<file path="config.mk">
export PLATFORM = sky130hd
export DESIGN_NAME = fetch_stage
export DESIGN_NICKNAME = d
export VERILOG_FILES = /design/src/rtl/fetch_stage.sv
export SDC_FILE = /design/constraint.sdc
export NUM_CORES = 1
export LEC_CHECK = 0
export CELL_PAD_IN_SITES_DETAIL_PLACEMENT = 2
export CELL_PAD_IN_SITES_GLOBAL_PLACEMENT = 2
export CORE_MARGIN = 3
export CORE_UTILIZATION = 36
export CTS_BUF_LIST = sky130_fd_sc_hd__clkbuf_8
export DETAILED_ROUTE_END_ITERATION = 10
export HOLD_SLACK_MARGIN = 0.03
export PLACE_DENSITY_LB_ADDON = 0.1
export SLEW_MARGIN = 15
export SYNTH_ARGS = -nofsm -noshare
export SYNTH_HDL_FRONTEND = slang
export SYNTH_SLANG_ARGS = --single-unit
</file>
<file path="constraint.sdc">
create_clock -name CLK -period 11.7 [get_ports CLK]
set_input_delay 1.755 -clock CLK [delete_from_list [all_inputs] [get_ports CLK]]
set_output_delay 1.755 -clock CLK [all_outputs]
set_load 0.02 [all_outputs]
</file>
<file path="src/rtl/fetch_stage.sv">
// -----------------------------------------------------------------------------
// fetch_stage
//
// RV32I instruction-fetch stage with the IF/ID pipeline register. Owns the
// fetch PC (PCF) and drives a ready/valid instruction-memory port. Accepts an
// EX-stage redirect and the hazard unit's StallF/StallD/FlushD.
//
// A one-entry hold buffer captures a fetch that completes while decode is
// stalled. A KILL state lets a wrong-path request that is already on the bus
// finish its handshake; its data is then discarded.
//
// Ports
//   CLK        in   1   clock, all state on rising edge
//   RST        in   1   asynchronous, active-high reset
//   StallF     in   1   do not launch a new fetch
//   StallD     in   1   hold IF/ID register
//   FlushD     in   1   load bubble into IF/ID
//   PCSrcE     in   1   redirect from branch unit
//   PCTargetE  in   32  redirect target (low bits passed through)
//   IMemReq    out  1   fetch request valid
//   IMemAddr   out  32  fetch address
//   IMemReady  in   1   memory completes request this cycle
//   IMemRData  in   32  fetched instruction
//   InstrD     out  32  IF/ID instruction
//   PCD        out  32  IF/ID PC
//   PCPlus4D   out  32  IF/ID PC+4
//   ValidD     out  1   IF/ID holds a real instruction
//   FetchBusy  out  1   request outstanding and not completing this cycle
// -----------------------------------------------------------------------------
module fetch_stage #(
    parameter logic [31:0] RESET_PC = 32'h0000_0000,
    parameter logic [31:0] NOP      = 32'h0000_0013
) (
    input  logic        CLK,
    input  logic        RST,
    input  logic        StallF,
    input  logic        StallD,
    input  logic        FlushD,
    input  logic        PCSrcE,
    input  logic [31:0] PCTargetE,
    output logic        IMemReq,
    output logic [31:0] IMemAddr,
    input  logic        IMemReady,
    input  logic [31:0] IMemRData,
    output logic [31:0] InstrD,
    output logic [31:0] PCD,
    output logic [31:0] PCPlus4D,
    output logic        ValidD,
    output logic        FetchBusy
);

    typedef enum logic [1:0] {
        S_IDLE = 2'd0,
        S_REQ  = 2'd1,
        S_KILL = 2'd2,
        S_HOLD = 2'd3
    } state_t;

    state_t      state_q;
    logic [31:0] pcf_q;
    logic [31:0] pcf_d;
    logic [31:0] old_addr_q;
    logic        hold_valid_q;
    logic [31:0] hold_instr_q;
    logic [31:0] hold_pc_q;
    logic [31:0] ifid_instr_q;
    logic [31:0] ifid_pc_q;
    logic [31:0] ifid_pcp4_q;
    logic        ifid_valid_q;

    logic        accept;
    logic        fetch_ok;
    logic        hold_ok;
    logic [31:0] pcf_plus4;
    logic [31:0] hold_pcp4;

    // Reset gates the request combinationally so the bus is quiet the moment
    // RST rises, even though the FSM resets straight into S_REQ.
    assign IMemReq   = ~RST & ((state_q == S_REQ) | (state_q == S_KILL));
    assign IMemAddr  = (state_q == S_KILL) ? old_addr_q : pcf_q;
    assign FetchBusy = IMemReq & ~IMemReady;
    assign accept    = IMemReq & IMemReady;

    // A completed right-path fetch; a redirect in the same cycle makes it stale.
    assign fetch_ok  = (state_q == S_REQ) & accept & ~PCSrcE;
    // The redirect clears the buffer, so its contents never reach IF/ID then.
    assign hold_ok   = hold_valid_q & ~PCSrcE;

    assign pcf_plus4 = pcf_q + 32'd4;
    assign hold_pcp4 = hold_pc_q + 32'd4;

    always_comb begin
        pcf_d = pcf_q;
        if (PCSrcE) begin
            pcf_d = PCTargetE;
        end else if ((state_q == S_REQ) && accept) begin
            pcf_d = pcf_plus4;
        end
    end

    always_ff @(posedge CLK or posedge RST) begin
        if (RST) begin
            state_q      <= S_REQ;
            pcf_q        <= RESET_PC;
            old_addr_q   <= RESET_PC;
            hold_valid_q <= 1'b0;
            hold_instr_q <= NOP;
            hold_pc_q    <= '0;
            ifid_instr_q <= NOP;
            ifid_pc_q    <= '0;
            ifid_pcp4_q  <= '0;
            ifid_valid_q <= 1'b0;
        end else begin
            pcf_q <= pcf_d;

            case (state_q)
                S_IDLE: begin
                    if (PCSrcE || !StallF) begin
                        state_q <= S_REQ;
                    end
                end
                S_REQ: begin
                    if (PCSrcE) begin
                        // An un-accepted request cannot be withdrawn; finish it
                        // at the old address and drop the result.
                        if (!accept) begin
                            state_q    <= S_KILL;
                            old_addr_q <= pcf_q;
                        end
                    end else if (accept) begin
                        if (StallD) begin
                            state_q <= S_HOLD;
                        end else if (StallF) begin
                            state_q <= S_IDLE;
                        end
                    end
                end
                S_KILL: begin
                    // A further redirect only moves PCF; the bus stays on old_addr_q.
                    if (!PCSrcE && accept) begin
                        state_q <= StallF ? S_IDLE : S_REQ;
                    end
                end
                S_HOLD: begin
                    if (PCSrcE) begin
                        state_q <= S_REQ;
                    end else if (!StallD) begin
                        state_q <= StallF ? S_IDLE : S_REQ;
                    end
                end
                default: state_q <= S_REQ;
            endcase

            if (PCSrcE) begin
                hold_valid_q <= 1'b0;
            end else if (fetch_ok && StallD) begin
                hold_valid_q <= 1'b1;
                hold_instr_q <= IMemRData;
                hold_pc_q    <= pcf_q;
            end else if ((state_q == S_HOLD) && !StallD) begin
                hold_valid_q <= 1'b0;
            end

            // Flush beats stall; a bubble keeps the PC fields for debug visibility.
            if (FlushD) begin
                ifid_instr_q <= NOP;
                ifid_valid_q <= 1'b0;
            end else if (!StallD) begin
                if (hold_ok) begin
                    ifid_instr_q <= hold_instr_q;
                    ifid_pc_q    <= hold_pc_q;
                    ifid_pcp4_q  <= hold_pcp4;
                    ifid_valid_q <= 1'b1;
                end else if (fetch_ok) begin
                    ifid_instr_q <= IMemRData;
                    ifid_pc_q    <= pcf_q;
                    ifid_pcp4_q  <= pcf_plus4;
                    ifid_valid_q <= 1'b1;
                end else begin
                    ifid_instr_q <= NOP;
                    ifid_valid_q <= 1'b0;
                end
            end
        end
    end

    assign InstrD   = ifid_instr_q;
    assign PCD      = ifid_pc_q;
    assign PCPlus4D = ifid_pcp4_q;
    assign ValidD   = ifid_valid_q;

endmodule

</file>
==> summary.md, run 1 <==
| Metric | Value |
|---|---|
| Status | `complete, no violations` |
| Relative slew slack | `34.4%` |
| EDFF count, synth | `0` |
| Flops & latches, synth | `226` |
| Sequential share of power | `41.3%` |
| CP Cell Sequence | `clkdlybuf4s50_1, nor2b_1, nor2b_1, clkdlybuf4s50_1` |
| Cell-internal power | `2.02 mW` |
| Total number of vias | `around 9300` |
| Fmax | `197 MHz` |
| FFs w/ async S/R, synth | `100%` |
| Antenna violations before repair | `3` |
| Detailed Route WL | `37.2 mm` |
| Post-CTS Setup Bufs | `0` |
| Post-Layout Cell Count | `1716` |
| Commonest non-fill, non-tap cell in the layout | `dfrtp_1` |
| Ratio of final minimum period to clock period | `43.5%` |
| CTS Buffer Depth | `3` |
| Cell variety after synth | `61` |
| Hold WC Path Type | `flop to flop` |
| Ys Warns | `0` |
| CTS buffer count | `43` |
| Post-placement cell count | `1638` |
| Initial DRC count | `556` |
| Share of cells above drive strength 1 | `17.3%` |
| First-pass GRT wire length | `59.8 mm` |
| Initial cell density of the core | `37.1%` |
| Hold Vio Cnt, Final | `0` |
| GRT Overall Usage | `22.1%` |
| Htree depth | `2` |
| Pwr dens | `214 nW/um^2` |
| Worst path arrival time | `3.33 ns` |
| Fillcell total | `3253` |
| CTS root buf | `clkbuf_8` |
| P_sw | `1.10 mW` |
| DRC viols | `0` |
| Synth Cell Area | `roughly 12000 um^2` |
| Wirelength per Cell | `between 20 and 25 um` |
| Setup Skew | `approximately 0.033 ns` |
| Clk sinks | `226` |
| Die W | `185 um` |
| CP Launch Type | `input pin` |
| CTS Hold Bufs | `0` |
| Final Net Count | `1365` |
| Setup-failing EPs final | `0` |
| Comb power frac | `between 30% and 40%` |
| Worst vdd ir | `between 0.00009 and 0.0001 V` |
| Switching share of power | `35.3%` |
| Syn Area/Cell | `roughly 10 um^2` |
| Leak | `6.05 nW` |
| GPL Wtd Cong | `0.803` |
| Leading cell types in the layout, fill and taps excluded | `219 x dfrtp_1, 199 x clkdlybuf4s50_1, 153 x nand2_1, 118 x mux2_2, 59 x nor2_1` |
| Required @ worst endpoint | `9.95 ns` |
| Clk Latency, worst-skew pair | `between 0.5 and 0.6 ns` |
| Clk pin slew, worst setup/hold paths | `0.05 ns` |
| Grt ovf | `0` |
| Core ar. | `31100 um^2` |
| Top_reg_cell synth | `dfrtp_1` |
| Setup TNS | `0 ns` |
| Post-CTS Resized | `0` |
| Syn_nets | `roughly 1200` |
| Port Buf Inserts | `roughly 200` |
| Max-capacitance violation count | `0` |
| Drt pass-1 iters | `6` |
| CP max FO | `4` |
| Hold slack | `0.475 ns` |
| Slowest-stage cell, CP | `clkdlybuf4s50_1` |
| Worst stage delay on the critical path | `slightly above 0.6 ns` |
| DR vias/cell | `between 5 and 6` |
| Final slew viol count | `0` |
| RSZ-0062 raised after global routing | `no` |
| Chip Height | `185 um` |
| Vias in the first global route | `10300` |
| Clk pwr share | `25.0%` |
| CTS tree | `done` |
| Ports | `202` |
| Pin count of the biggest net entering global routing | `109` |
| Minimum clock period | `roughly 5.1 ns` |
| Seq/Total Area, Yosys | `between 40% and 50%` |
| Site Rows | `64` |
| Total die area | `34200 um^2` |
| Critical path type | `input pin to primary output` |
| Post-route ant nets | `0` |
| Least-Margin Pin Slew | `0.984 ns` |
| Worst setup EP type | `primary output` |
| R2r setup slk | `8.48 ns` |
| Area growth syn-to-layout | `26.4%` |
| Synth Instances | `~1100` |
| HPWL after DPL | `25.4 mm` |
==> power groups by stage <==
stage,Combinational [mW],Sequential (mW),Clock [mW]
2_1_floorplan,0.537,1.33,0
3_3_place_gp,1.03,1.28,0
3_5_place_dp,1.06,1.30,0
4_1_cts,1.07,1.29,0.808
5_1_grt,1.15,1.33,0.846
6_report,1.05,1.29,0.779
==> metal layers <==
layer  vias up  global-route usage (%)  routed length [um]
met1      4763                    31.2               17400
met5         -                       0                  40
met4         4                    5.01                 608
met3        45                    5.26                2130
li1       4298                       -                   -
met2       204                    34.7               17100
==> final cells by class <==
cell class / count / area, um^2 / share of cell area (%)
multi-input cells: 786 / 5380 / 36.9
well taps: 396 / 495 / 3.40
inverters: 16 / 67.6 / 0.464
diodes: 1 / 2.50 / 0.0172
flip-flops and latches: 226 / 5660 / 38.9
clock buffers: 53 / 729 / 5.01
clock inverters: 24 / 123 / 0.842
repair buffers: 214 / 2100 / 14.4
==> critical path, delay by kind of cell <==
kind	cells	cell delay, ns
buf+inv	2	1.15
simple gates	2	0.42
==> kinds of logic (layout without fill, tap and decap cells) <==
kind of cell,after synthesis,count (layout),share of synthesized area [%]
AND/OR/NAND/NOR,403,403,17.5
flip-flops,226,226,49.2
AO/OA/AOI/OAI,174,174,9.94
multiplexers,133,133,12.9
buffers and inverters,118,307,4.43
XOR/XNOR,69,69,5.25
adder cells (fa/ha/maj),7,7,0.760
other,0,1,0
==> flip-flops by register name (all words and copies together) (netlist names) <==
| name | count |
|---|---|
| InstrD | 32 |
| PCD | 32 |
| PCPlus4D | 30 |
| ValidD | 1 |
| hold_instr_q | 32 |
| hold_pc_q | 32 |
| hold_valid_q | 1 |
| old_addr_q | 32 |
| pcf_q | 32 |
| state_q | 2 |
==> stage by stage <==
step	setup WS, ns	util [%]	total power [mW]	instance area [um^2]
finish	6.62	46.9	3.12	14600
global route	6.51	46.9	3.33	14600
CTS	6.60	46.9	3.17	14600
global placement	6.64	44.1	2.32	13700
floorplan	3.77	-	1.87	11500
detailed placement	6.61	44.1	2.37	13700
==> synthesized netlist by cell type (all sizes together) (2+ instances only) <==
master  number  area, um^2
dfrtp      219        5480
nand2      154         578
mux2       123        1390
o21ai       61         305
nor2        59         221
nor3        59         325
clkbuf      52         196
buf         50         254
xnor2       41         359
a31oi       32         200
nor2b       32         200
a221oi      29         254
nand3       28         145
xor2        28         245
nand4       18         146
a21oi       17        85.1
inv         15        56.3
nor4        14         128
mux2i       10         100
a221o        9        92.6
or4          9        67.6
and3         8        50.1
o31ai        8        60.1
dfstp        7         184
ha           7        87.6
and2         5        31.3
nand2b       5        31.3
o21a         4        30.0
or3          4        25.0
and4         2        17.5
o211ai       2        15.0
o221ai       2        17.5
or2          2        12.5
==> worst paths after layout <==
check                            startpoint               end  depth (start not counted)
worst max-delay path                    RST         FetchBusy                          4
worst min-delay path            PCPlus4D[2]       PCPlus4D[2]                          2
worst max register to register   state_q[0]      PCPlus4D[29]                          8
worst min register to register  PCPlus4D[2]       PCPlus4D[2]                          2
max in group asynchronous               RST            PCD[9]                          3
min in group asynchronous               RST  hold_instr_q[29]                          2
Note: power is estimated with default switching activity, not from simulation.
==> run 2, diff against run 1 <==
--- a/config.mk
+++ b/config.mk
@@ -8,7 +8,7 @@
 export CELL_PAD_IN_SITES_DETAIL_PLACEMENT = 2
 export CELL_PAD_IN_SITES_GLOBAL_PLACEMENT = 2
 export CORE_MARGIN = 3
-export CORE_UTILIZATION = 36
+export CORE_UTILIZATION = 35
 export CTS_BUF_LIST = sky130_fd_sc_hd__clkbuf_8
 export DETAILED_ROUTE_END_ITERATION = 10
 export HOLD_SLACK_MARGIN = 0.03
==> constraint.sdc (replaced) <==
create_clock -name CLK -period 4.8 [get_ports CLK]
set_input_delay 0.72 -clock CLK [delete_from_list [all_inputs] [get_ports CLK]]
set_output_delay 0.72 -clock CLK [all_outputs]
set_load 0.02 [all_outputs]
==> summary.md, run 2 (synthesized netlist as in run 1, its figures left out) <==
| Metric | Value |
|---|---|
| Fillcell total | `3351 (+3.0%)` |
| DRT met1 WL | `17.4 mm (+0.44%)` |
| First-pass GRT wire length | `60.3 mm (+0.85%)` |
| Area growth syn-to-layout | `26.5% (about the same)` |
| Die W | `187 um (+1.4%)` |
| Ports | `202 (unchanged)` |
| RSZ-0062 raised after global routing | `no` |
| Site Rows | `65 (+1.6%)` |
| CTS tree | `done` |
| CP Cell Sequence | `inv_1, ha_1, buf_4, mux2_2, clkdlybuf4s50_1` |
| Initial cell density of the core | `36.0% (-1.0 points)` |
| Worst path arrival time | `3.09 ns (-0.24 ns)` |
| Metal2 WL | `17.1 mm (about the same)` |
| Drt pass-1 iters | `4 (-2)` |
| Initial DRC count | `565 (+1.6%)` |
| Cell area after layout | `14600 um^2 (about the same)` |
| Hold Path Cell Cnt | `2 (unchanged)` |
| Fmax | `approximately 260 MHz` |
| Crit path depth | `5 (+1)` |
| R2r setup slk | `1.64 ns (-6.84 ns)` |
| Minimum clock period | `between 3 and 4 ns` |
| Post-DP Area | `13800 um^2 (+0.62%)` |
| Chip Height | `187 um (+1.4%)` |
| Total die area | `35100 um^2 (+2.8%)` |
| Required @ worst endpoint | `4.08 ns (-5.87 ns)` |
| Core ar. | `32000 um^2 (+2.9%)` |
| Clk sinks | `226 (unchanged)` |
| Hold WC Path Type | `flop to flop` |
| Slowest-stage cell, CP | `ha_1` |
| CP Launch Type | `flop` |
| Ratio of final minimum period to clock period | `about four fifths` |
| GRT Overall Usage | `21.1% (-0.93 points)` |
| Max-capacitance violation count | `0 (unchanged)` |
| Relative slew slack | `31.3% (-3.1 points)` |
| DR vias/cell | `5.33 (-1.8%)` |
| Htree depth | `2 (unchanged)` |
| Hold Vio Cnt, Final | `0 (unchanged)` |
| Share of cells above drive strength 1 | `17.1% (-0.18 points)` |
| # diodes | `0 (-1)` |
| Leak | `6.01 nW (-0.62%)` |
| Worst stage delay on the critical path | `0.65 ns (+0.04 ns)` |
| Commonest non-fill, non-tap cell in the layout | `dfrtp_1` |
| Final Net Count | `1366 (+0.073%)` |
| Clk pin slew, worst setup/hold paths | `0.06 ns (about the same)` |
| Pwr dens | `513 nW/um^2 (+140%)` |
| Buf/Inv on CP | `3 (+1)` |
| Setup TNS | `0 ns (unchanged)` |
| Post-CTS Setup Bufs | `0 (unchanged)` |
| CTS Hold Bufs | `0 (unchanged)` |
| Clk Latency, worst-skew pair | `0.54 ns (-0.02 ns)` |
| Pwr Total | `7.47 mW (+140%)` |
| Worst vdd ir | `0.000180 V (+81%)` |
| Setup-failing EPs final | `0 (unchanged)` |
| CTS Buffer Depth | `3 (unchanged)` |
| Post-route ant nets | `0 (unchanged)` |
| CP max FO | `23 (+19)` |
| HPWL after DPL | `25.5 mm (+0.34%)` |
| Critical path type | `flop to primary output` |
| Antenna violations before repair | `5 (+2)` |
| Pin count of the biggest net entering global routing | `102 (-6.4%)` |
| Wirelength per Cell | `21.2 um (-2.0%)` |
| Port Buf Inserts | `201 (unchanged)` |
| Routed length on met3 | `2.13 mm (about the same)` |
| Grt ovf | `0 (unchanged)` |
| Leading cell types in the layout, fill and taps excluded | `219 x dfrtp_1, 199 x clkdlybuf4s50_1, 153 x nand2_1, 118 x mux2_2, 59 x nor2_1` |
| Setup Skew | `0.0193 ns (-0.0132 ns)` |
| Reg2reg path depth | `7 (-1)` |
| CTS root buf | `clkbuf_8` |
| Total number of vias | `9324 (+0.11%)` |
| Least-Margin Pin Slew | `1.03 ns (+0.0469 ns)` |
| Final slew viol count | `0 (unchanged)` |
| Status | `complete, no violations` |
| DR top layer | `met5` |
| Post-CTS Resized | `0 (unchanged)` |
| DRC viols | `0 (unchanged)` |
| GPL Wtd Cong | `0.813 (+1.3%)` |
| Detailed Route WL | `37.2 mm (about the same)` |
| Worst setup EP type | `primary output` |
| CTS buffer count | `42 (-2.3%)` |
| Crit path max-delay family | `buffers and inverters` |
| Vias in the first global route | `10300 (-0.019%)` |
==> run 2: cell types whose count changed in the layout (fill, tap and decap cells not counted) <==
cell	change
clkinv_2	-4
clkbuf_8	-3
clkinvlp_4	+3
buf_12	+2
bufinv_16	-1
diode_2	-1
inv_1	-1
inv_6	+1
inv_8	-1
==> run 2: worst paths after layout <==
path,from,endpoint
worst max-delay path,state_q[0],IMemAddr[15]
worst min register to register,PCPlus4D[2],PCPlus4D[2]
max in group asynchronous,RST,PCD[17]
worst max register to register,state_q[0],pcf_q[25]
min in group asynchronous,RST,InstrD[19]
worst min-delay path,PCPlus4D[2],PCPlus4D[2]
==> run 2: layer usage <==
layer | global-route usage [%] | vias up
met4 | 3.90 | 10
met5 | 0 | -
li1 | - | 4315
met1 | 29.3 | 4770
met2 | 33.9 | 186
met3 | 5.43 | 43
==> run 2: cell type report <==
class / count / area, um^2 / share of cell area [%]
well taps: 435 / 544 / 3.74
multi-input cells: 786 / 5380 / 36.9
clock inverters: 21 / 92.6 / 0.635
clock buffers: 50 / 688 / 4.72
inverters: 16 / 63.8 / 0.438
flip-flops and latches: 226 / 5660 / 38.9
repair buffers: 216 / 2140 / 14.7
==> run 2: report_power, final <==
group | internal [mW] | switching (mW) | total, mW
registers | 2.57 | 0.580 | 3.15
logic | 1.31 | 1.26 | 2.57
clock network | 0.938 | 0.814 | 1.75
==> run 2: metrics by stage <==
step | cells | utilization, % | setup slack (ns) | hold slack (ns)
after floorplan | 1130 | - | 1.13 | 0.452
after global placement | 1679 | 43.1 | 1.20 | 0.461
after detailed placement | 1679 | 43.1 | 1.17 | 0.473
after CTS | 1750 | 45.6 | 0.885 | 0.486
after global routing | 1750 | 45.6 | 0.774 | 0.506
final | 1750 | 45.6 | 0.992 | 0.480
==> run 2: tightest hold or removal path, cell delays in order, from the launching register on <==
cell and delay (ns):
dfrtp_1 0.34, nand2_1 0.05, nand2_1 0.05
